**src/rtl/light_uart_pkg.sv**
```systemverilog
// Shared constants, state encoding and helpers for the LightUart receiver.
package light_uart_pkg;

   localparam int CHAR_WIDTH  = 8;
   localparam int OVERSAMPLE  = 16;
   localparam int SAMPLE_TICK = 7;
   // Wide enough for the last stop-bit tick (151, or 152 with voting)
   localparam int TICK_W      = 8;

   typedef enum logic [2:0] {
      IDLE,
      START,
      DATA,
      STOP,
      BREAK
   } rx_state_e;

   // 2-of-3 vote used for noise-tolerant bit sampling
   function automatic logic majority3(input logic a, input logic b, input logic c);
      return (a & b) | (a & c) | (b & c);
   endfunction

endpackage

```
**src/rtl/light_uart_rx_fifo.sv**
```systemverilog
// Receive character FIFO with a registered head; push and pop may coincide,
// including when full.
module light_uart_rx_fifo
   import light_uart_pkg::*;
#(
   parameter int FIFO_DEPTH = 8,
   localparam int CNT_W = $clog2(FIFO_DEPTH) + 1
) (
   input  logic                  clk,
   input  logic                  rst_n,
   input  logic                  push,
   input  logic [CHAR_WIDTH-1:0] push_data,
   input  logic                  pop,
   output logic                  full,
   output logic                  empty,
   output logic [CNT_W-1:0]      count,
   output logic [CHAR_WIDTH-1:0] head
);

   localparam int PTR_W = $clog2(FIFO_DEPTH);

   logic [CHAR_WIDTH-1:0] mem [FIFO_DEPTH];
   logic [PTR_W-1:0]      wr_ptr;
   logic [PTR_W-1:0]      rd_ptr;
   logic [PTR_W-1:0]      rd_ptr_nxt;
   logic                  do_push;
   logic                  do_pop;

   assign empty      = (count == '0);
   assign full       = (count == CNT_W'(FIFO_DEPTH));
   assign do_pop     = pop && !empty;
   // A full FIFO still accepts a push when a pop frees a slot in the same cycle
   assign do_push    = push && (!full || do_pop);
   assign rd_ptr_nxt = rd_ptr + PTR_W'(do_pop);

   // Character storage, written only on accepted pushes
   always_ff @(posedge clk) begin
      if (do_push) mem[wr_ptr] <= push_data;
   end

   // Pointers, occupancy and the registered head character
   always_ff @(posedge clk) begin
      if (!rst_n) begin
         wr_ptr <= '0;
         rd_ptr <= '0;
         count  <= '0;
         head   <= '0;
      end else begin
         if (do_push) wr_ptr <= wr_ptr + PTR_W'(1);
         rd_ptr <= rd_ptr_nxt;
         count  <= count + CNT_W'(do_push) - CNT_W'(do_pop);
         // When nothing older remains, the incoming character becomes the head
         if ((count == CNT_W'(do_pop)) && do_push) head <= push_data;
         else if (count > CNT_W'(do_pop))          head <= mem[rd_ptr_nxt];
      end
   end

endmodule

```
**src/rtl/light_uart_rx.sv**
```systemverilog
// LightUart device-side receiver: 8N1 deserializer with 16x oversampling,
// receive FIFO and rts_n flow control.
// Optional: define LIGHT_UART_RX_MAJORITY_EN for 2-of-3 voting around each
// sample point (decisions move one tick later).
module light_uart_rx
   import light_uart_pkg::*;
#(
   parameter int FIFO_DEPTH = 8,
   parameter int RTS_MARGIN = 2,
   parameter int DBR_WIDTH  = 16
) (
   input  logic                         clk,
   input  logic                         rst_n,
   input  logic                         rxd,
   input  logic [DBR_WIDTH-1:0]         dbr,
   output logic                         rx_valid,
   output logic [CHAR_WIDTH-1:0]        rx_data,
   input  logic                         rx_ready,
   output logic                         rts_n,
   output logic                         frame_err,
   output logic                         overrun,
   output logic [$clog2(FIFO_DEPTH):0]  fifo_count
);

   localparam int CNT_W = $clog2(FIFO_DEPTH) + 1;

`ifdef LIGHT_UART_RX_MAJORITY_EN
   localparam int DEC_OFF = 1;
`else
   localparam int DEC_OFF = 0;
`endif

   localparam logic [TICK_W-1:0] START_TICK = TICK_W'(SAMPLE_TICK + DEC_OFF);
   localparam logic [TICK_W-1:0] LAST_TICK  = TICK_W'(SAMPLE_TICK + DEC_OFF + OVERSAMPLE * CHAR_WIDTH);
   localparam logic [TICK_W-1:0] STOP_TICK  = TICK_W'(SAMPLE_TICK + DEC_OFF + OVERSAMPLE * (CHAR_WIDTH + 1));
   localparam logic [3:0]        PHASE      = 4'(SAMPLE_TICK + DEC_OFF);

   rx_state_e             state, state_nxt;
   logic                  sync_p0, rxs;
   logic [DBR_WIDTH-1:0]  dbr_l, pre_cnt;
   logic [TICK_W-1:0]     tick_cnt;
   logic                  tick, frame_start, bit_val;
   logic                  data_smp, push, ferr_set, ovr_set;
   logic [CHAR_WIDTH-1:0] shreg;
   logic                  fifo_full, fifo_empty;

   // Two-flop synchronizer, preset to the idle-high line level
   always_ff @(posedge clk) begin
      if (!rst_n) begin
         sync_p0 <= 1'b1;
         rxs     <= 1'b1;
      end else begin
         sync_p0 <= rxd;
         rxs     <= sync_p0;
      end
   end

   assign frame_start = (state == IDLE) && !rxs;
   assign tick        = (state != IDLE) && (pre_cnt == dbr_l - DBR_WIDTH'(1));

   // Prescaler and tick counter, restarted and divisor latched at each frame start
   always_ff @(posedge clk) begin
      if (!rst_n) begin
         dbr_l    <= DBR_WIDTH'(1);
         pre_cnt  <= '0;
         tick_cnt <= '0;
      end else if (frame_start) begin
         dbr_l    <= (dbr == '0) ? DBR_WIDTH'(1) : dbr;
         pre_cnt  <= '0;
         tick_cnt <= '0;
      end else if (tick) begin
         pre_cnt  <= '0;
         tick_cnt <= tick_cnt + TICK_W'(1);
      end else if (state != IDLE) begin
         pre_cnt  <= pre_cnt + DBR_WIDTH'(1);
      end
   end

`ifdef LIGHT_UART_RX_MAJORITY_EN
   logic hist_p0, hist_p1;

   // Line level at the two previous ticks, feeding the vote at the current tick
   always_ff @(posedge clk) begin
      if (tick) begin
         hist_p0 <= rxs;
         hist_p1 <= hist_p0;
      end
   end

   assign bit_val = majority3(hist_p1, hist_p0, rxs);
`else
   assign bit_val = rxs;
`endif

   // Data bits shift in LSB first at each data sample point
   always_ff @(posedge clk) begin
      if (data_smp) shreg <= {bit_val, shreg[CHAR_WIDTH-1:1]};
   end

   // Frame sequencing: start verify, eight data samples, stop check, break wait
   always_comb begin
      state_nxt = state;
      data_smp  = 1'b0;
      push      = 1'b0;
      ferr_set  = 1'b0;
      ovr_set   = 1'b0;
      unique case (state)
         IDLE:  if (!rxs) state_nxt = START;
         START: if (tick && (tick_cnt == START_TICK)) state_nxt = bit_val ? IDLE : DATA;
         DATA: begin
            if (tick && (tick_cnt[3:0] == PHASE)) begin
               data_smp = 1'b1;
               if (tick_cnt == LAST_TICK) state_nxt = STOP;
            end
         end
         STOP: begin
            if (tick && (tick_cnt == STOP_TICK)) begin
               if (!bit_val) begin
                  ferr_set  = 1'b1;
                  state_nxt = BREAK;
               end else begin
                  state_nxt = IDLE;
                  // Full FIFO implies rx_valid, so rx_ready alone signals a pop
                  if (fifo_full && !rx_ready) ovr_set = 1'b1;
                  else                        push    = 1'b1;
               end
            end
         end
         BREAK: if (rxs) state_nxt = IDLE;
         default: state_nxt = IDLE;
      endcase
   end

   // State register, one-cycle error pulses and registered flow control
   always_ff @(posedge clk) begin
      if (!rst_n) begin
         state     <= IDLE;
         frame_err <= 1'b0;
         overrun   <= 1'b0;
         rts_n     <= 1'b1;
      end else begin
         state     <= state_nxt;
         frame_err <= ferr_set;
         overrun   <= ovr_set;
         rts_n     <= (fifo_count >= CNT_W'(FIFO_DEPTH - RTS_MARGIN));
      end
   end

   light_uart_rx_fifo #(
      .FIFO_DEPTH (FIFO_DEPTH)
   ) u_fifo (
      .clk       (clk),
      .rst_n     (rst_n),
      .push      (push),
      .push_data (shreg),
      .pop       (rx_ready),
      .full      (fifo_full),
      .empty     (fifo_empty),
      .count     (fifo_count),
      .head      (rx_data)
   );

   assign rx_valid = !fifo_empty;

endmodule

```
**config.mk**
```make
export PLATFORM = sky130hd
export DESIGN_NAME = light_uart_rx
export DESIGN_NICKNAME = d
export VERILOG_FILES = /design/src/rtl/light_uart_pkg.sv /design/src/rtl/light_uart_rx_fifo.sv /design/src/rtl/light_uart_rx.sv
export SDC_FILE = /design/constraint.sdc
export NUM_CORES = 1
export LEC_CHECK = 0
export ABC_AREA = 1
export CORE_MARGIN = 5
export CORE_UTILIZATION = 50
export DETAILED_ROUTE_END_ITERATION = 10
export HOLD_SLACK_MARGIN = 0.06
export PLACE_DENSITY = 0.82
export SLEW_MARGIN = 20
export SYNTH_ARGS = -nofsm -noshare
export SYNTH_HDL_FRONTEND = slang
export SYNTH_SLANG_ARGS = --single-unit
```
**constraint.sdc**
```tcl
create_clock -name clk -period 2.99 [get_ports clk]
set_clock_uncertainty 0.2 [all_clocks]
set_input_delay 0.598 -clock clk [delete_from_list [all_inputs] [get_ports clk]]
set_output_delay 0.598 -clock clk [all_outputs]
set_load 0.01 [all_outputs]
```
# [After elaboration in Yosys (flattened, before gate mapping)]
# Memories as Yosys holds them, arrays and structs flattened.
# Index checks and enable logic that the tools add are counted.
[word_totals] register_bits=74 mem_bits_rw=64 output_inout_bits=16 memories=1 in_bits=20
[memory_table] name="u_fifo.mem" depth=8 width=8 rd=1 rd_ports_with_merged_regs=0 write_ports=1 line="light_uart_rx_fifo.sv:22" text="logic [CHAR_WIDTH-1:0] mem [FIFO_DEPTH];"
[op_classes] addsub=7 order_cmp=2 bitwise_logic=1 eq_ne=17 n_reduce_logical=24 mux=22
[ops] cell="3-bit 2-to-1 mux" n=7
[ops] cell="16-bit by 1-bit adder with 16-bit output (second input constant)" n=1
[ops] cell="16-bit == test" n=1
[ops] cell="8-bit == test (second input constant)" n=2
[ops] cell="16-bit logical NOT" n=1
[ops] cell="16-bit 2-to-1 mux" n=1
[ops] cell="8-bit 2-to-1 mux" n=2
[ops] cell="16-bit by 1-bit subtractor with 16-bit output (second input constant)" n=1
[ops] cell="3-bit case mux with 5 select lines" n=1
[ops] cell="2-bit != test (second input constant)" n=6
[ops] cell="1-bit 2-to-1 mux" n=10
[ops] cell="1-bit logical AND" n=9
[ops] cell="8-bit by 1-bit adder with 8-bit output (second input constant)" n=1
[ops] cell="8-bit by 3-bit == test with 1-bit output (second input constant)" n=1
[ops] cell="3-bit by 2-bit == test with 1-bit output (second input constant)" n=2
[ops] cell="6-bit AND reduction" n=1
[ops] cell="4-bit by 1-bit adder with 4-bit output" n=1
[ops] cell="4-bit by 1-bit == test with 1-bit output" n=1
[ops] cell="4-bit by 3-bit == test with 1-bit output (second input constant)" n=1
[ops] cell="4-bit == test (second input constant)" n=1
[ops] cell="4-bit by 3-bit greater-or-equal comparator with 1-bit output (second input constant)" n=1
[ops] cell="4-bit by 1-bit greater-than comparator with 1-bit output" n=1
[ops] cell="1-bit logical NOT" n=4
[ops] cell="4-bit logical NOT" n=1
[ops] cell="other kinds (15)" n=15

# [Logic depth before layout (Yosys ltp)]
[depth] depth_word=9 mapped_depth=21 ltp_nobuf=21

# [Hierarchy]
# Synthesis repeated with hierarchy kept, for this count alone.
[unflattened] cells_unflattened=802 hier_area_um2=6750.2
[modules_own_cells] module="light_uart_rx_fifo" cells_per_inst=361 n_inst=1 seq_area_each_um2=2282.2 area_per_inst_um2=3648.5
[modules_own_cells] module="light_uart_rx" cells_per_inst=441 n_inst=1 seq_area_each_um2=1201.2 area_per_inst_um2=3101.7

# [Least setup slack after synthesis]
# Ideal clock, no wire load.
[synth_timing] kind="reg2reg" startpoint="register dbr_l[0]" endpoint="memory u_fifo.mem[0][0], enable pin" path_stages_with_launch=17 setup_time_ns=0.383 period_less_slack_ns=3.230 t_required_ns=2.407 path_slack_ns=-0.240 arrival_time_ns=2.646 path_buffers=0 cell_sequence="dfxtp_1 inv_1 ha_1 inv_1 nand2_1 nand2_1 nand2_1 nor2_1 nand3_1 nor2_1 nand2_2 nor2_4 nand3_2 nor2_2 nand4_2 or2_1 nor3_1"
[synth_between] elab_chain_cells=9
[synth_lines] element="start: declaration" line="light_uart_rx.sv:40" text="logic [DBR_WIDTH-1:0] dbr_l, pre_cnt;"
[synth_lines] element="start signal: assignment" line="light_uart_rx.sv:68" text="dbr_l <= (dbr == '0) ? DBR_WIDTH'(1) : dbr;"
[synth_lines] element="16-bit by 1-bit subtractor with 16-bit output" line="light_uart_rx.sv:59" text="assign tick = (state != IDLE) && (pre_cnt == dbr_l - DBR_WIDTH'(1));"
[synth_lines] element="16-bit == test" line="light_uart_rx.sv:59"
[synth_lines] element="1-bit logical AND" line="light_uart_rx.sv:59"
[synth_lines] element="1-bit logical AND" line="light_uart_rx.sv:117" text="if (tick && (tick_cnt == STOP_TICK)) begin"
[synth_lines] element="1-bit 2-to-1 mux" line="light_uart_rx.sv:117"
[synth_lines] element="1-bit 2-to-1 mux" line="light_uart_rx.sv:107" text="unique case (state)"
[synth_lines] element="1-bit logical AND" line="light_uart_rx_fifo.sv:33" text="assign do_push = push && (!full || do_pop);"
[synth_lines] element="1-bit 2-to-1 mux" line="light_uart_rx_fifo.sv:38" text="if (do_push) mem[wr_ptr] <= push_data;"
[synth_lines] element="1-bit 2-to-1 mux (implied by the code)" line="light_uart_rx_fifo.sv:38"
[synth_lines] element="end: declaration" line="light_uart_rx_fifo.sv:22"
# No other way between the ends.

# [Worst setup path after layout]
[layout_timing] startpoint="register dbr_l[1]" endpoint="memory u_fifo.mem[7][1], enable pin"
[layout_between] elab_chain_cells=9
[layout_lines] element="16-bit by 1-bit subtractor with 16-bit output" line="light_uart_rx.sv:59"
[layout_lines] element="16-bit == test" line="light_uart_rx.sv:59"
[layout_lines] element="1-bit logical AND" line="light_uart_rx.sv:59"
[layout_lines] element="1-bit logical AND" line="light_uart_rx.sv:117"
[layout_lines] element="1-bit 2-to-1 mux" line="light_uart_rx.sv:117"
[layout_lines] element="1-bit 2-to-1 mux" line="light_uart_rx.sv:107"
[layout_lines] element="1-bit logical AND" line="light_uart_rx_fifo.sv:33"
[layout_lines] element="via u_fifo.do_push" line="light_uart_rx_fifo.sv:26" text="logic do_push;"
[layout_lines] element="1-bit 2-to-1 mux" line="light_uart_rx_fifo.sv:38"
[layout_lines] element="1-bit 2-to-1 mux (implied by the code)" line="light_uart_rx_fifo.sv:38"
# The timed path passes the listed nets, and every way through them passes these cells.

==> results_dict.tcl <==
set metrics [dict create \
    outcome "finished clean" \
    critical_path_arrival_ns 2.82 \
    wirelength_per_cell_um 15.3 \
    post_synth_inst_count 777 \
    overflow 0 \
    final_critical_path_setup_slack_ns 0.0963 \
    gp_congestion 0.833 \
    power_leakage_nw 3.28 \
    placement.cell_area_um2 7620 \
    crit_path_end_kind "register" \
    crit_path_max_fanout 8 \
    fp.dieH_um 127 \
    drc_viols 0 \
    antenna_found_initial 0 \
    postSynthRegisterBits 138 \
    drt_first_pass_iters 7 \
    synth.net_count 813 \
    synth_area_um2 6850 \
    slew_violations 0 \
    post_synth.cell_area_avg_um2 8.81 \
    dpl.hpwl_um 11100 \
    count_of_warnings_emitted_by_yosys 0 \
    clock_tree.buffer_depth 2 \
    dr.first_iter.drc_count 468 \
    htree_levels 4 \
    grtUsageTotal_pct 20.1 \
    finalInstanceArea_um2 8310 \
    die_width_um 127 \
    final-hold-violation-count 0 \
    n_fill_cell 1117 \
    io_pins 36 \
    vdd.ir_drop.worst_v 0.000498 \
    core_region_area_um2 13300 \
    io_buffers 35 \
    fmax_mhz 346 \
    placed_cells 1006 \
    worst_pin_slew_ns 0.663 \
    detail-route-antenna-nets 0 \
    clk-insertion-delay-late_ns 0.43 \
    detail_route.wirelength_um 15900 \
    viasPerCell 5.49 \
    numCtsBuffers 17 \
    finalCoreUtilization_pct 62.3 \
    clk_transition_reported_paths_ns 0.06 \
    finalWorstPathRequiredPeriod_ns 2.89 \
    syn2layout_area_growth_pct 21.4 \
    seq_area_frac_synth_pct 50.9 \
    num_antenna_cells 0 \
    cts_tree "yes" \
    first_global_vias 5398 \
    min-delay-path-class "register to register" \
    routed-via-count 5711 \
    final.setup.tns_ns 0 \
    numClockSinks 138 \
    die_area_um2 16100 \
    synth.distinct_cells 48 \
    grt_max_degree 34 \
    postSynth.topFlopCell "edfxtp_1" \
    required_ns 2.91 \
    slew_headroom_pct 55.6 \
    max_cap_violations 0 \
    final_net_count 888 \
    rsz0062_at_grt "yes" \
    final-setup-viol-count 0 \
    finalPower_mw 6.80 \
    core.rowCount 42 \
    initial_utilization_pct 51.3 \
    grt_pass1_wl_um 26000 \
    cell_pwr_density_nw_per_um2 819 \
    setup.worst_path.start_class "register" \
    final.period_utilization_pct 96.8 \
    postSynth.asyncResetShare_pct 0 \
    dpl_worst_slack_ns -0.117 \
    path_class "register to register" \
    clock-root-buffer "clkbuf_16" \
    synth_edf_count 72 \
    layout_cell_share_with_drive_strength_beyond_1_pct 16.9 \
    stdcell_count 1041 \
    hold_ws_ns 0.209 \
]
registers in the layout, summed over array words and instances, names as in the netlist, 3 cells and up:
signal and flops:
dbr_l 16, tick_cnt 8, u_fifo.rd_ptr 3, u_fifo.wr_ptr 3, pre_cnt 16, u_fifo.head 8
u_fifo.count 4, state 3, u_fifo.mem 64, shreg 8
path summary, 6_finish.rpt:
kind	startpoint	end	slack, ns	depth (start not counted)
max	dbr_l[1]	u_fifo.mem[7][1]	0.1	17
min	sync_p0	bit_val	0.21	1
max reg2reg	dbr_l[1]	u_fifo.mem[7][1]	0.1	17
min reg2reg	sync_p0	bit_val	0.21	1
power by group:
group          internal, mW  switching, mW
Sequential             2.11          0.113
Clock                  1.24          0.786
Combinational          1.02           1.54
Yosys cell counts (3+ instances only):
master | number | share of area [%]
nand3b_1 | 4 | 0.44
a211oi_1 | 3 | 0.33
ha_1 | 15 | 2.7
nand2_1 | 137 | 7.5
nor3_1 | 23 | 1.7
a32o_1 | 4 | 0.58
clkbuf_1 | 11 | 0.60
o21ai_0 | 51 | 3.7
nor2_1 | 95 | 5.2
inv_1 | 83 | 4.6
nor2_2 | 9 | 0.82
edfxtp_1 | 72 | 32
nand2_2 | 13 | 1.2
a21oi_1 | 20 | 1.5
nand4_1 | 16 | 1.5
or2_2 | 4 | 0.37
inv_2 | 6 | 0.33
a21oi_2 | 3 | 0.38
nand2_4 | 4 | 0.66
nand3_1 | 56 | 4.1
nor4_1 | 7 | 0.64
dfxtp_1 | 66 | 19
o221ai_1 | 14 | 1.8
nand3_2 | 5 | 0.73
nor2_4 | 5 | 0.82
xnor2_1 | 10 | 1.3
xor2_1 | 12 | 1.5
placed cells by master (no fill, tap or decap), types with 14 or more instances in the layout:
cell type,n
o221ai_1,14
clkdlybuf4s50_1,35
o21ai_0,51
buf_4,33
nand2_1,137
a21oi_1,20
nand3_1,55
inv_1,78
nor3_1,17
clkbuf_16,17
edfxtp_1,72
nand4_1,16
dfxtp_1,63
nor2_1,93
area by class of cell:
class                           count  area, µm²  area share, %
Clock buffer                       20        447           5.37
Clock inverter                     12        125           1.51
Multi-Input combinational cell    532       3030           36.4
Sequential cell                   138       3490           41.9
Inverter                           91        348           4.18
Tap cell                          176        220           2.65
Timing Repair Buffer               72        661           7.95
logic make-up after synthesis:
family | synth area share, %
xor+xnor | 2.81
fa+ha+maj | 3.03
compound gates | 9.08
simple gates | 28.1
flops | 50.9
buf+inv | 6.12
critical path, cell delays in order, from the launching register on:
cell,delay [ns]
dfxtp_2,0.34
inv_2,0.05
ha_4,0.27
nand2_1,0.05
nand2_1,0.07
nand2_1,0.07
nor2_2,0.14
nand3_2,0.09
nor2_2,0.12
nand2_2,0.07
nor2_4,0.09
nand3_2,0.09
nor2_2,0.12
nand4_2,0.12
inv_2,0.15
nand2_1,0.16
nor3_1,0.17
buf_4,0.21
routing by layer:
layer / vias up / track usage (%) / wire, µm
met3: 46 / 4.55 / 1220
li1: 2787 / - / -
met1: 2623 / 25.9 / 6620
met4: 0 / 8.01 / 401
met5: - / 0 / 0
met2: 255 / 33.2 / 7670
what timing repair did:
| item | in CTS | in global routing |
|---|---|---|
| hold buffers | 0 | 0 |
| buffers inserted | 0 | 3 |
| resized for setup | 0 | 29 |
| endpoints found under the setup margin | 0 | 75 |
No activity file was read; power rests on OpenSTA's default activity.
